===== config.mk =====
export PLATFORM = sky130hd
export DESIGN_NAME = genius_seq_player
export DESIGN_NICKNAME = d
export VERILOG_FILES = /design/src/rtl/genius_pkg.sv /design/src/rtl/genius_interval_timer.sv /design/src/rtl/genius_seq_player.sv
export SDC_FILE = /design/constraint.sdc
export NUM_CORES = 1
export LEC_CHECK = 0
export ABC_AREA = 0
export BUFFER_PORTS_ARGS = -buffer_cell sky130_fd_sc_hd__buf_2
export CAP_MARGIN = 40
export CORE_MARGIN = 4
export CORE_UTILIZATION = 50
export DETAILED_ROUTE_END_ITERATION = 16
export PLACE_DENSITY = 0.68
export SLEW_MARGIN = 10
export SYNTH_ARGS = -nofsm -noshare
export SYNTH_HDL_FRONTEND = slang
export SYNTH_SLANG_ARGS = --single-unit

===== constraint.sdc =====
create_clock -name clock_50 -period 2.85 [get_ports clock_50]
set_input_delay 0.57 -clock clock_50 [delete_from_list [all_inputs] [get_ports clock_50]]
set_output_delay 0.57 -clock clock_50 [all_outputs]
set_load 0.05 [all_outputs]

===== src/rtl/genius_pkg.sv =====
// Shared constants for the Genius game datapath: symbol width, colour
// encodings with their one-hot LED patterns, and the playback FSM encoding.
package genius_pkg;

   localparam int SYM_W = 2;

   // Colour codes as stored in the sequence register
   localparam logic [1:0] COL_GREEN  = 2'd0;
   localparam logic [1:0] COL_RED    = 2'd1;
   localparam logic [1:0] COL_YELLOW = 2'd2;
   localparam logic [1:0] COL_BLUE   = 2'd3;

   // LED patterns, bit position matches the KEY the player presses
   localparam logic [3:0] LED_GREEN  = 4'b0001;
   localparam logic [3:0] LED_RED    = 4'b0010;
   localparam logic [3:0] LED_YELLOW = 4'b0100;
   localparam logic [3:0] LED_BLUE   = 4'b1000;

   // Playback FSM encoding
   localparam logic [1:0] ST_IDLE = 2'd0;
   localparam logic [1:0] ST_ON   = 2'd1;
   localparam logic [1:0] ST_OFF  = 2'd2;
   localparam logic [1:0] ST_DONE = 2'd3;

   // Colour code to one-hot LED pattern
   function automatic logic [3:0] sym_to_led(input logic [SYM_W-1:0] sym);
      logic [3:0] led;
      led = 4'b0000;
      case (sym)
         COL_GREEN:  led = LED_GREEN;
         COL_RED:    led = LED_RED;
         COL_YELLOW: led = LED_YELLOW;
         COL_BLUE:   led = LED_BLUE;
         default:    led = 4'b0000;
      endcase
      return led;
   endfunction

endpackage


===== src/rtl/genius_interval_timer.sv =====
// Loadable down-counter used for both the lit and dark intervals.
// Loading value N gives an expiry N+1 cycles later; the counter rests at 0.
module genius_interval_timer #(
   parameter int TW = 2
) (
   input  logic          clk_i,
   input  logic          rst_ni,
   input  logic          load_i,
   input  logic [TW-1:0] value_i,
   output logic          expired_o
);

   logic [TW-1:0] count_q;

   // Count down to zero and hold; a load always wins
   always_ff @(posedge clk_i or negedge rst_ni) begin
      if (!rst_ni) begin
         count_q <= '0;
      end else if (load_i) begin
         count_q <= value_i;
      end else if (count_q != '0) begin
         count_q <= count_q - 1'b1;
      end
   end

   assign expired_o = (count_q == '0);

endmodule


===== src/rtl/genius_seq_player.sv =====
// Plays the latched Genius colour sequence on the four LEDs, one symbol per
// lit/dark interval, and pulses end_fpga_o when the round is complete.
// Optional feature macro: GENIUS_SPEEDUP_EN halves the lit time once the
// round reaches half the maximum sequence length.
// Handshake: start_i is a single-cycle request taken only while busy_o is
// low; end_fpga_o is a one-cycle pulse coinciding with the last busy cycle.
module genius_seq_player #(
   parameter int SEQ_LEN    = 16,
   parameter int SYM_W      = genius_pkg::SYM_W,
   parameter int ON_CYCLES  = 25_000_000,
   parameter int OFF_CYCLES = 12_500_000,
   parameter int IDX_W      = $clog2(SEQ_LEN) + 1
) (
   input  logic                     clock_50,
   input  logic                     reset_n,
   input  logic                     start_i,
   input  logic [IDX_W-1:0]         round_i,
   input  logic [SEQ_LEN*SYM_W-1:0] seq_i,
   output logic [3:0]               leds_o,
   output logic [IDX_W-1:0]         idx_o,
   output logic                     busy_o,
   output logic                     end_fpga_o,
   output logic [1:0]               dbg_state_o
);

   import genius_pkg::*;

   localparam int MAX_CYC = (ON_CYCLES > OFF_CYCLES) ? ON_CYCLES : OFF_CYCLES;
   localparam int TW      = (MAX_CYC > 1) ? $clog2(MAX_CYC) : 1;
   localparam logic [TW-1:0]    ON_LOAD   = TW'(ON_CYCLES - 1);
   localparam logic [TW-1:0]    OFF_LOAD  = TW'(OFF_CYCLES - 1);
   localparam logic [IDX_W-1:0] MAX_ROUND = IDX_W'(SEQ_LEN);

   logic [1:0]               state_q, state_d;
   logic [SEQ_LEN*SYM_W-1:0] seq_q, seq_d;
   logic [IDX_W-1:0]         round_q, round_d;
   logic [IDX_W-1:0]         idx_q, idx_d;
   logic [3:0]               leds_q, leds_d;
   logic                     busy_q, busy_d;
   logic                     end_q, end_d;

   logic                     tmr_load;
   logic [TW-1:0]            tmr_value;
   logic                     tmr_expired;

   logic [IDX_W-1:0]         round_clamp;
   logic [IDX_W-1:0]         idx_inc;
   logic [IDX_W-2:0]         sel_next;
   logic [SYM_W-1:0]         sym_next;
   logic [TW-1:0]            on_load_start;
   logic [TW-1:0]            on_load_run;

   assign round_clamp = (round_i > MAX_ROUND) ? MAX_ROUND : round_i;
   assign idx_inc     = idx_q + 1'b1;
   // idx_inc only reaches SEQ_LEN when going to DONE, so wrapping the select is safe
   assign sel_next    = idx_inc[IDX_W-2:0];
   assign sym_next    = seq_q[sel_next*SYM_W +: SYM_W];

`ifdef GENIUS_SPEEDUP_EN
   localparam logic [TW-1:0]    ON_FAST_LOAD = TW'((ON_CYCLES >> 1) - 1);
   localparam logic [IDX_W-1:0] FAST_ROUND   = IDX_W'(SEQ_LEN / 2);
   assign on_load_start = (round_clamp >= FAST_ROUND) ? ON_FAST_LOAD : ON_LOAD;
   assign on_load_run   = (round_q >= FAST_ROUND) ? ON_FAST_LOAD : ON_LOAD;
`else
   assign on_load_start = ON_LOAD;
   assign on_load_run   = ON_LOAD;
`endif

   genius_interval_timer #(.TW(TW)) u_timer (
      .clk_i     (clock_50),
      .rst_ni    (reset_n),
      .load_i    (tmr_load),
      .value_i   (tmr_value),
      .expired_o (tmr_expired)
   );

   // Next-state logic: LED pattern is decided one cycle early so it is registered
   always_comb begin
      state_d   = state_q;
      seq_d     = seq_q;
      round_d   = round_q;
      idx_d     = idx_q;
      leds_d    = leds_q;
      end_d     = 1'b0;
      tmr_load  = 1'b0;
      tmr_value = OFF_LOAD;
      case (state_q)
         ST_IDLE: begin
            if (start_i) begin
               seq_d     = seq_i;
               round_d   = round_clamp;
               idx_d     = '0;
               tmr_load  = 1'b1;
               tmr_value = on_load_start;
               if (round_i == '0) begin
                  state_d = ST_DONE;
                  end_d   = 1'b1;
                  leds_d  = 4'b0000;
               end else begin
                  state_d = ST_ON;
                  leds_d  = sym_to_led(seq_i[SYM_W-1:0]);
               end
            end
         end
         ST_ON: begin
            if (tmr_expired) begin
               state_d   = ST_OFF;
               leds_d    = 4'b0000;
               tmr_load  = 1'b1;
               tmr_value = OFF_LOAD;
            end
         end
         ST_OFF: begin
            if (tmr_expired) begin
               idx_d = idx_inc;
               if (idx_inc == round_q) begin
                  state_d = ST_DONE;
                  end_d   = 1'b1;
               end else begin
                  state_d   = ST_ON;
                  leds_d    = sym_to_led(sym_next);
                  tmr_load  = 1'b1;
                  tmr_value = on_load_run;
               end
            end
         end
         ST_DONE: state_d = ST_IDLE;
         default: state_d = ST_IDLE;
      endcase
      busy_d = (state_d != ST_IDLE);
   end

   // State and output registers, cleared asynchronously
   always_ff @(posedge clock_50 or negedge reset_n) begin
      if (!reset_n) begin
         state_q <= ST_IDLE;
         seq_q   <= '0;
         round_q <= '0;
         idx_q   <= '0;
         leds_q  <= '0;
         busy_q  <= 1'b0;
         end_q   <= 1'b0;
      end else begin
         state_q <= state_d;
         seq_q   <= seq_d;
         round_q <= round_d;
         idx_q   <= idx_d;
         leds_q  <= leds_d;
         busy_q  <= busy_d;
         end_q   <= end_d;
      end
   end

   assign leds_o      = leds_q;
   assign idx_o       = idx_q;
   assign busy_o      = busy_q;
   assign end_fpga_o  = end_q;
   assign dbg_state_o = state_q;

endmodule


==> impl_metrics.py, run 1 <==
metrics = {
    "worst_setup_path": {
        "critPathArrivalTime_ns": 2.72,
        "cp-start-kind": "flop",
        "slowest_delay_ns": 0.48,
        "path_max_fanout": 20,
        "critPathBufInv": 1,
        "critPathRequiredTime_ns": 3.13,
        "end_kind": "flop",
        "cp_top_family": "simple AND/OR/NAND/NOR gates",
        "crit_type": "reg2reg",
        "cp_slowest_cell": "ha_1",
        "path_cells": "ha_1 > xor2_1 > nor3_1 > and3_1 > o21a_1 > buf_4 > a21boi_1",
    },
    "sta": {
        "setup_viol": 0,
        "setup-tns-final_ns": 0,
        "fin_crit_sh_pct": 85.3,
        "max_freq_mhz": 411,
        "hold_viol_final": 0,
        "maxSlewViolCount": 0,
        "finalCriticalPeriod_ns": 2.43,
        "relSlewSlack_pct": 65.4,
        "rsz0062_at_grt": "false",
        "tightest_slew_ns": 0.515,
        "clock_skew_ns": 0.0125,
    },
    "cells_and_area": {
        "final_nets": 479,
        "area_growth_pct": 13.9,
        "regArea_sq_um": 1880,
        "multi_input_area_sq_um": 2210,
        "layout-drive-gt1-share_pct": 32.7,
        "fillers": 705,
        "diodes": 0,
    },
    "drt": {
        "ant_nets": 0,
        "vias": 3090,
        "via_per_inst": 5.70,
        "drt-pass1-iter-count": 4,
        "routed_wl_um": 9160,
        "drc": 0,
        "avgRoutedWirePerCell_um": 16.9,
        "drtIter0Drc": 116,
    },
    "clocking": {
        "cts.path.max_buffers": 2,
        "path_clk_slew_ns": 0.09,
        "insertion_delay_ns": 0.36,
        "htreeDepth": 3,
        "clock_sinks": 75,
        "cts_buffers": 9,
        "cts_root_buf": "clkbuf_8",
        "cts_resized": 0,
        "cts_tree": "built",
        "holdBufCountCts": 0,
        "post_cts_buffers": 0,
    },
    "logic_synthesis": {
        "synthTopCellsByCount": "dfrtp_1, mux2_2, nand2_1, nand3_1, o21ai_0",
        "yosys_warnings": 0,
        "synth-xor-area-share_pct": 5.20,
        "synthMuxAreaShare_pct": 15.5,
        "ys_types": 64,
        "synth_ff_type": "dfrtp_1",
        "synth_top_area_share_pct": 44.3,
        "synth_simple_gate_area_share_pct": 16.9,
        "syn-instance-count": 377,
        "synth_top_family_by_area": "simple AND/OR/NAND/NOR gates",
        "synthAdderAreaFrac_pct": 2.07,
        "synth_nets": 424,
        "yosys-top-cells-area": "dfrtp_1, mux2_2, mux4_2",
        "yosysTopAreaCell": "dfrtp_1",
        "synth-edff-count": 0,
        "syn_avg_cell_area_sq_um": 11.2,
        "synth_compound_area_share_pct": 12.6,
        "synth_seq_cells": 75,
        "yosysSeqAreaShare_pct": 44.3,
        "netlist_area_sq_um": 4230,
        "ys_async_sr_fraction_pct": 100,
        "yosysMostFrequentCell": "dfrtp_1",
    },
    "power": {
        "total_power_mw": 1.95,
        "pwr-share-comb_pct": 3.8,
        "clkPwrFrac_pct": 41.4,
        "pwr-share-seq_pct": 54.7,
        "cellLeakagePower_nw": 2.13,
        "peakVddDrop_v": 0.000302,
        "p_per_area_nw_per_um2": 405,
        "p_sw_share_pct": 26.3,
        "switchingPower_uw": 513,
        "internal_power_mw": 1.44,
    },
    "floorplanning": {
        "die_x_um": 100,
        "start_util_pct": 51.5,
        "core_sq_um": 8220,
        "die_height_um": 100,
        "io_pins": 53,
        "fp.dieArea_sq_um": 10000,
        "rows": 33,
    },
    "grt": {
        "antenna_found_initial": 0,
        "grt_pass1_wl_um": 15600,
        "grt_overflow_total": 0,
        "grt_pass1_vias": 3257,
        "grt_max_degree": 47,
        "track_usage_pct": 19.6,
    },
    "placed_design": {
        "routabilityCongestion": 0.888,
        "portBuffers": 52,
        "dp_hpwl_um": 6830,
    },
    "run": {
        "cap_violations": 0,
    },
    "run_status": {
        "status": "completed",
    },
    "min_path": {
        "hold_class": "in2async",
    },
}
## layout make-up
cell class                      instances  area share [%]
Multi-Input combinational cell        272            45.9
Timing Repair Buffer                   63            7.58
Inverter                               11           0.856
Tap cell                              105            2.72
Clock inverter                          7            1.43
Clock buffer                            9            2.57
Sequential cell                        75            38.9
## power groups by stage
stage	clock network [mW]	registers, mW	logic (mW)
floorplan	0	1.10	0.00598
global placement	0	1.09	0.0715
detailed placement	0	1.09	0.0774
CTS	0.830	1.07	0.0777
global route	0.875	1.07	0.0855
finish	0.809	1.07	0.0751
## through the flow
| step | utilization (%) | cell area [sq um] | hold slack (ns) | std cells | worst slack, ns |
|---|---|---|---|---|---|
| floorplan | - | 4230 | 0.274 | 377 | 0.383 |
| global placement | 56.0 | 4600 | 0.486 | 525 | 0.493 |
| detailed placement | 56.3 | 4630 | 0.488 | 526 | 0.428 |
| CTS | 58.7 | 4820 | 0.137 | 542 | 0.412 |
| global route | 58.7 | 4820 | 0.163 | 542 | 0.202 |
| finish | 58.7 | 4820 | 0.134 | 542 | 0.418 |
## worst paths after layout
path,startpoint,to,slack (ns),cells past startpoint
setup / recovery,idx_o[1],u_timer.count_q[7],0.42,7
min in group clock_50,seq_i[8],seq_q[8],0.43,2
hold reg to reg,seq_q[12],seq_q[12],0.51,1
max in group asynchronous,reset_n,idx_o[0],2.14,2
hold / removal,reset_n,u_timer.count_q[19],0.13,1
setup reg to reg,idx_o[1],u_timer.count_q[7],0.42,7
## sequential cells by signal, indices dropped and copies added (netlist names)
register         flops
dbg_state_o          2
idx_o                5
end_fpga_o           1
round_q              5
leds_o               4
u_timer.count_q     25
busy_o               1
seq_q               32
## worst reg2reg max path: stages, from the launching register on
cell	delay (ns)
dfrtp_1	0.42
ha_1	0.48
xor2_1	0.23
nor3_1	0.23
and3_1	0.38
o21a_1	0.18
buf_4	0.24
a21boi_1	0.20
## cells by family after synthesis
| logic type | after synthesis |
|---|---|
| adder cells (fa/ha/maj) | 7 |
| multiplexers | 51 |
| flip-flops | 75 |
| AND/OR/NAND/NOR | 121 |
| buffers and inverters | 30 |
| AO/OA/AOI/OAI | 72 |
| XOR/XNOR | 21 |
## layout by cell type, fill, tap and decap left out, drive strengths merged, types with 4 or more instances in the layout
cell type | Yosys | layout
mux4 | 8 | 8
clkbuf | 6 | 9
mux2 | 37 | 37
nor2 | 13 | 13
buf | 13 | 63
a21oi | 7 | 7
o21ai | 19 | 19
ha | 7 | 7
nand2b | 8 | 8
nor3 | 11 | 11
inv | 11 | 16
o211ai | 4 | 4
dfrtp | 75 | 75
nor4 | 9 | 9
o31a | 5 | 5
nand3 | 18 | 18
xnor2 | 12 | 12
o31ai | 7 | 7
or2 | 6 | 6
xor2 | 7 | 7
or4 | 4 | 4
or3 | 6 | 6
nand2 | 24 | 24
o22ai | 5 | 5
mux2i | 6 | 6
a31oi | 7 | 7
## routing by layer
metal	global-route usage [%]	part of all wire (%)	vias up
met1	25.2	44	1505
met5	0	0	-
met3	4.03	4.1	15
met4	8.19	2.0	0
li1	-	-	1504
met2	32.3	50	66
Power figures use the tool's default switching activity.
==> inputs of run 2 (changes only) <==
==> constraint.sdc (replaced) <==
create_clock -name clock_50 -period 3.15 [get_ports clock_50]
set_input_delay 0.63 -clock clock_50 [delete_from_list [all_inputs] [get_ports clock_50]]
set_output_delay 0.63 -clock clock_50 [all_outputs]
set_load 0.05 [all_outputs]
==> impl_metrics.py, run 2 (synthesis gave the netlist of run 1 again) <==
metrics = {
    "drt": {
        "via_per_inst": 5.88,
        "routed_wl_um": 9190,
        "ant_nets": 0,
        "vias": 3161,
        "avgRoutedWirePerCell_um": 17.1,
        "drc": 0,
        "drtIter0Drc": 122,
        "drt-pass1-iter-count": 6,
    },
    "worst_setup_path": {
        "cp_top_family": "simple AND/OR/NAND/NOR gates",
        "cp_slowest_cell": "and3_1",
        "rrSetupSlack_ns": 0.68,
        "r2r-start": "u_timer.count_q[13]",
        "end_kind": "flop",
        "cp-start-kind": "flop",
        "critPathBufInv": 0,
        "reg2reg_depth": 5,
        "crit_type": "reg2reg",
        "slowest_delay_ns": 0.51,
        "critPathRequiredTime_ns": 3.39,
        "reg2reg_to": "leds_o[0]",
        "path_cells": "nor4_1 > and3_1 > a22oi_1 > a211oi_2 > mux2_2",
        "critPathArrivalTime_ns": 2.71,
        "path_max_fanout": 13,
    },
    "clocking": {
        "cts_tree": "built",
        "post_cts_buffers": 0,
        "path_clk_slew_ns": 0.08,
        "htreeDepth": 3,
        "cts_buffers": 9,
        "cts_resized": 0,
        "insertion_delay_ns": 0.36,
        "cts.path.max_buffers": 2,
        "cts_root_buf": "clkbuf_8",
        "clock_sinks": 75,
        "holdBufCountCts": 0,
    },
    "grt": {
        "grt_max_degree": 48,
        "grt_pass1_vias": 3257,
        "grt_pass1_wl_um": 15700,
        "antenna_found_initial": 0,
        "track_usage_pct": 19.9,
        "grt_overflow_total": 0,
    },
    "cells_and_area": {
        "final_common_cell": "dfrtp_1",
        "regMostFlops": "seq_q",
        "layout-drive-gt1-share_pct": 32.1,
        "fillers": 712,
        "final_cells": 538,
        "final_design_area_no_fill_sq_um": 4810,
        "diodes": 0,
        "largest_reg_flops": 32,
        "final_nets": 475,
        "area_growth_pct": 13.6,
        "final_cell_mix": "dfrtp_1, buf_2, mux2_2",
        "largestRegisters": "seq_q (32), u_timer.count_q (25)",
    },
    "sta": {
        "relSlewSlack_pct": 48.5,
        "maxSlewViolCount": 0,
        "max_freq_mhz": 405,
        "setup-tns-final_ns": 0,
        "setup_viol": 0,
        "tightest_slew_ns": 0.764,
        "fin_crit_sh_pct": 78.3,
        "hold_viol_final": 0,
        "finalCriticalPeriod_ns": 2.47,
        "clock_skew_ns": 0.0136,
        "rsz0062_at_grt": "false",
        "worst_hold_slack_ns": 0.201,
    },
    "placed_design": {
        "portBuffers": 52,
        "routabilityCongestion": 0.850,
        "dp_hpwl_um": 6790,
        "dpl_cell_area_sq_um": 4600,
        "dpl.cell_count": 522,
    },
    "power": {
        "pwr-share-seq_pct": 53.3,
        "p_sw_share_pct": 24.3,
        "cellLeakagePower_nw": 2.12,
        "internal_power_mw": 1.37,
        "pwr-share-comb_pct": 3.8,
        "p_per_area_nw_per_um2": 377,
        "peakVddDrop_v": 0.000252,
        "clkPwrFrac_pct": 42.9,
        "switchingPower_uw": 441,
    },
    "floorplanning": {
        "die_x_um": 100,
        "rows": 33,
        "start_util_pct": 51.5,
        "die_height_um": 100,
        "io_pins": 53,
        "core_sq_um": 8220,
        "fp.dieArea_sq_um": 10000,
    },
    "run_status": {
        "status": "completed",
    },
    "min_path": {
        "hold_class": "in2async",
    },
    "run": {
        "cap_violations": 0,
    },
}
==> run 2: per-layer routing <==
layer | routed length, um | global-route usage [%] | up-vias
li1 | - | - | 1500
met4 | 290 | 10.2 | 0
met2 | 4400 | 31.7 | 73
met5 | 0 | 0 | -
met1 | 4060 | 25.7 | 1565
met3 | 435 | 4.10 | 23
==> run 2: worst reg2reg max path: stages (launching register included) <==
cell	delay (ns)
dfrtp_1	0.45
nor4_1	0.45
and3_1	0.51
a22oi_1	0.19
a211oi_2	0.37
mux2_2	0.37
==> run 2: layout make-up <==
| cell class | instances | area, sq um | share of cell area [%] |
|---|---|---|---|
| flip-flops and latches | 75 | 1880 | 39.0 |
| clock inverters | 7 | 83.8 | 1.74 |
| clock buffers | 9 | 124 | 2.58 |
| repair buffers | 59 | 335 | 6.98 |
| multi-input cells | 272 | 2210 | 46.1 |
| inverters | 11 | 41.3 | 0.859 |
| well taps | 105 | 131 | 2.73 |
==> run 2: how the worst max path moves through the flow <==
stage	slack, ns	cells past startpoint	start	endpoint
global placement	0.80	7	idx_o[1]	u_timer.count_q[7]
floorplan	0.68	8	idx_o[0]	leds_o[0]
global route	0.43	5	u_timer.count_q[13]	leds_o[0]
detailed placement	0.70	7	idx_o[1]	u_timer.count_q[1]
finish	0.68	5	u_timer.count_q[13]	leds_o[0]
CTS	0.69	7	idx_o[1]	u_timer.count_q[1]
==> run 2: power by group through the flow <==
stage,clock network (mW),registers (mW),logic [mW]
after floorplan,0,0.995,0.00541
after global placement,0,0.985,0.0650
after detailed placement,0,0.985,0.0701
after CTS,0.795,0.966,0.0702
after global routing,0.839,0.967,0.0774
final,0.777,0.966,0.0682
==> run 2: stage by stage <==
step           setup WS (ns)  power (mW)  util [%]
5_1_grt                0.430        1.88      58.5
4_1_cts                0.689        1.83      58.5
3_5_place_dp           0.698        1.06      56.0
2_1_floorplan          0.683        1.00         -
6_report               0.683        1.81      58.5
3_3_place_gp           0.796        1.05      55.6
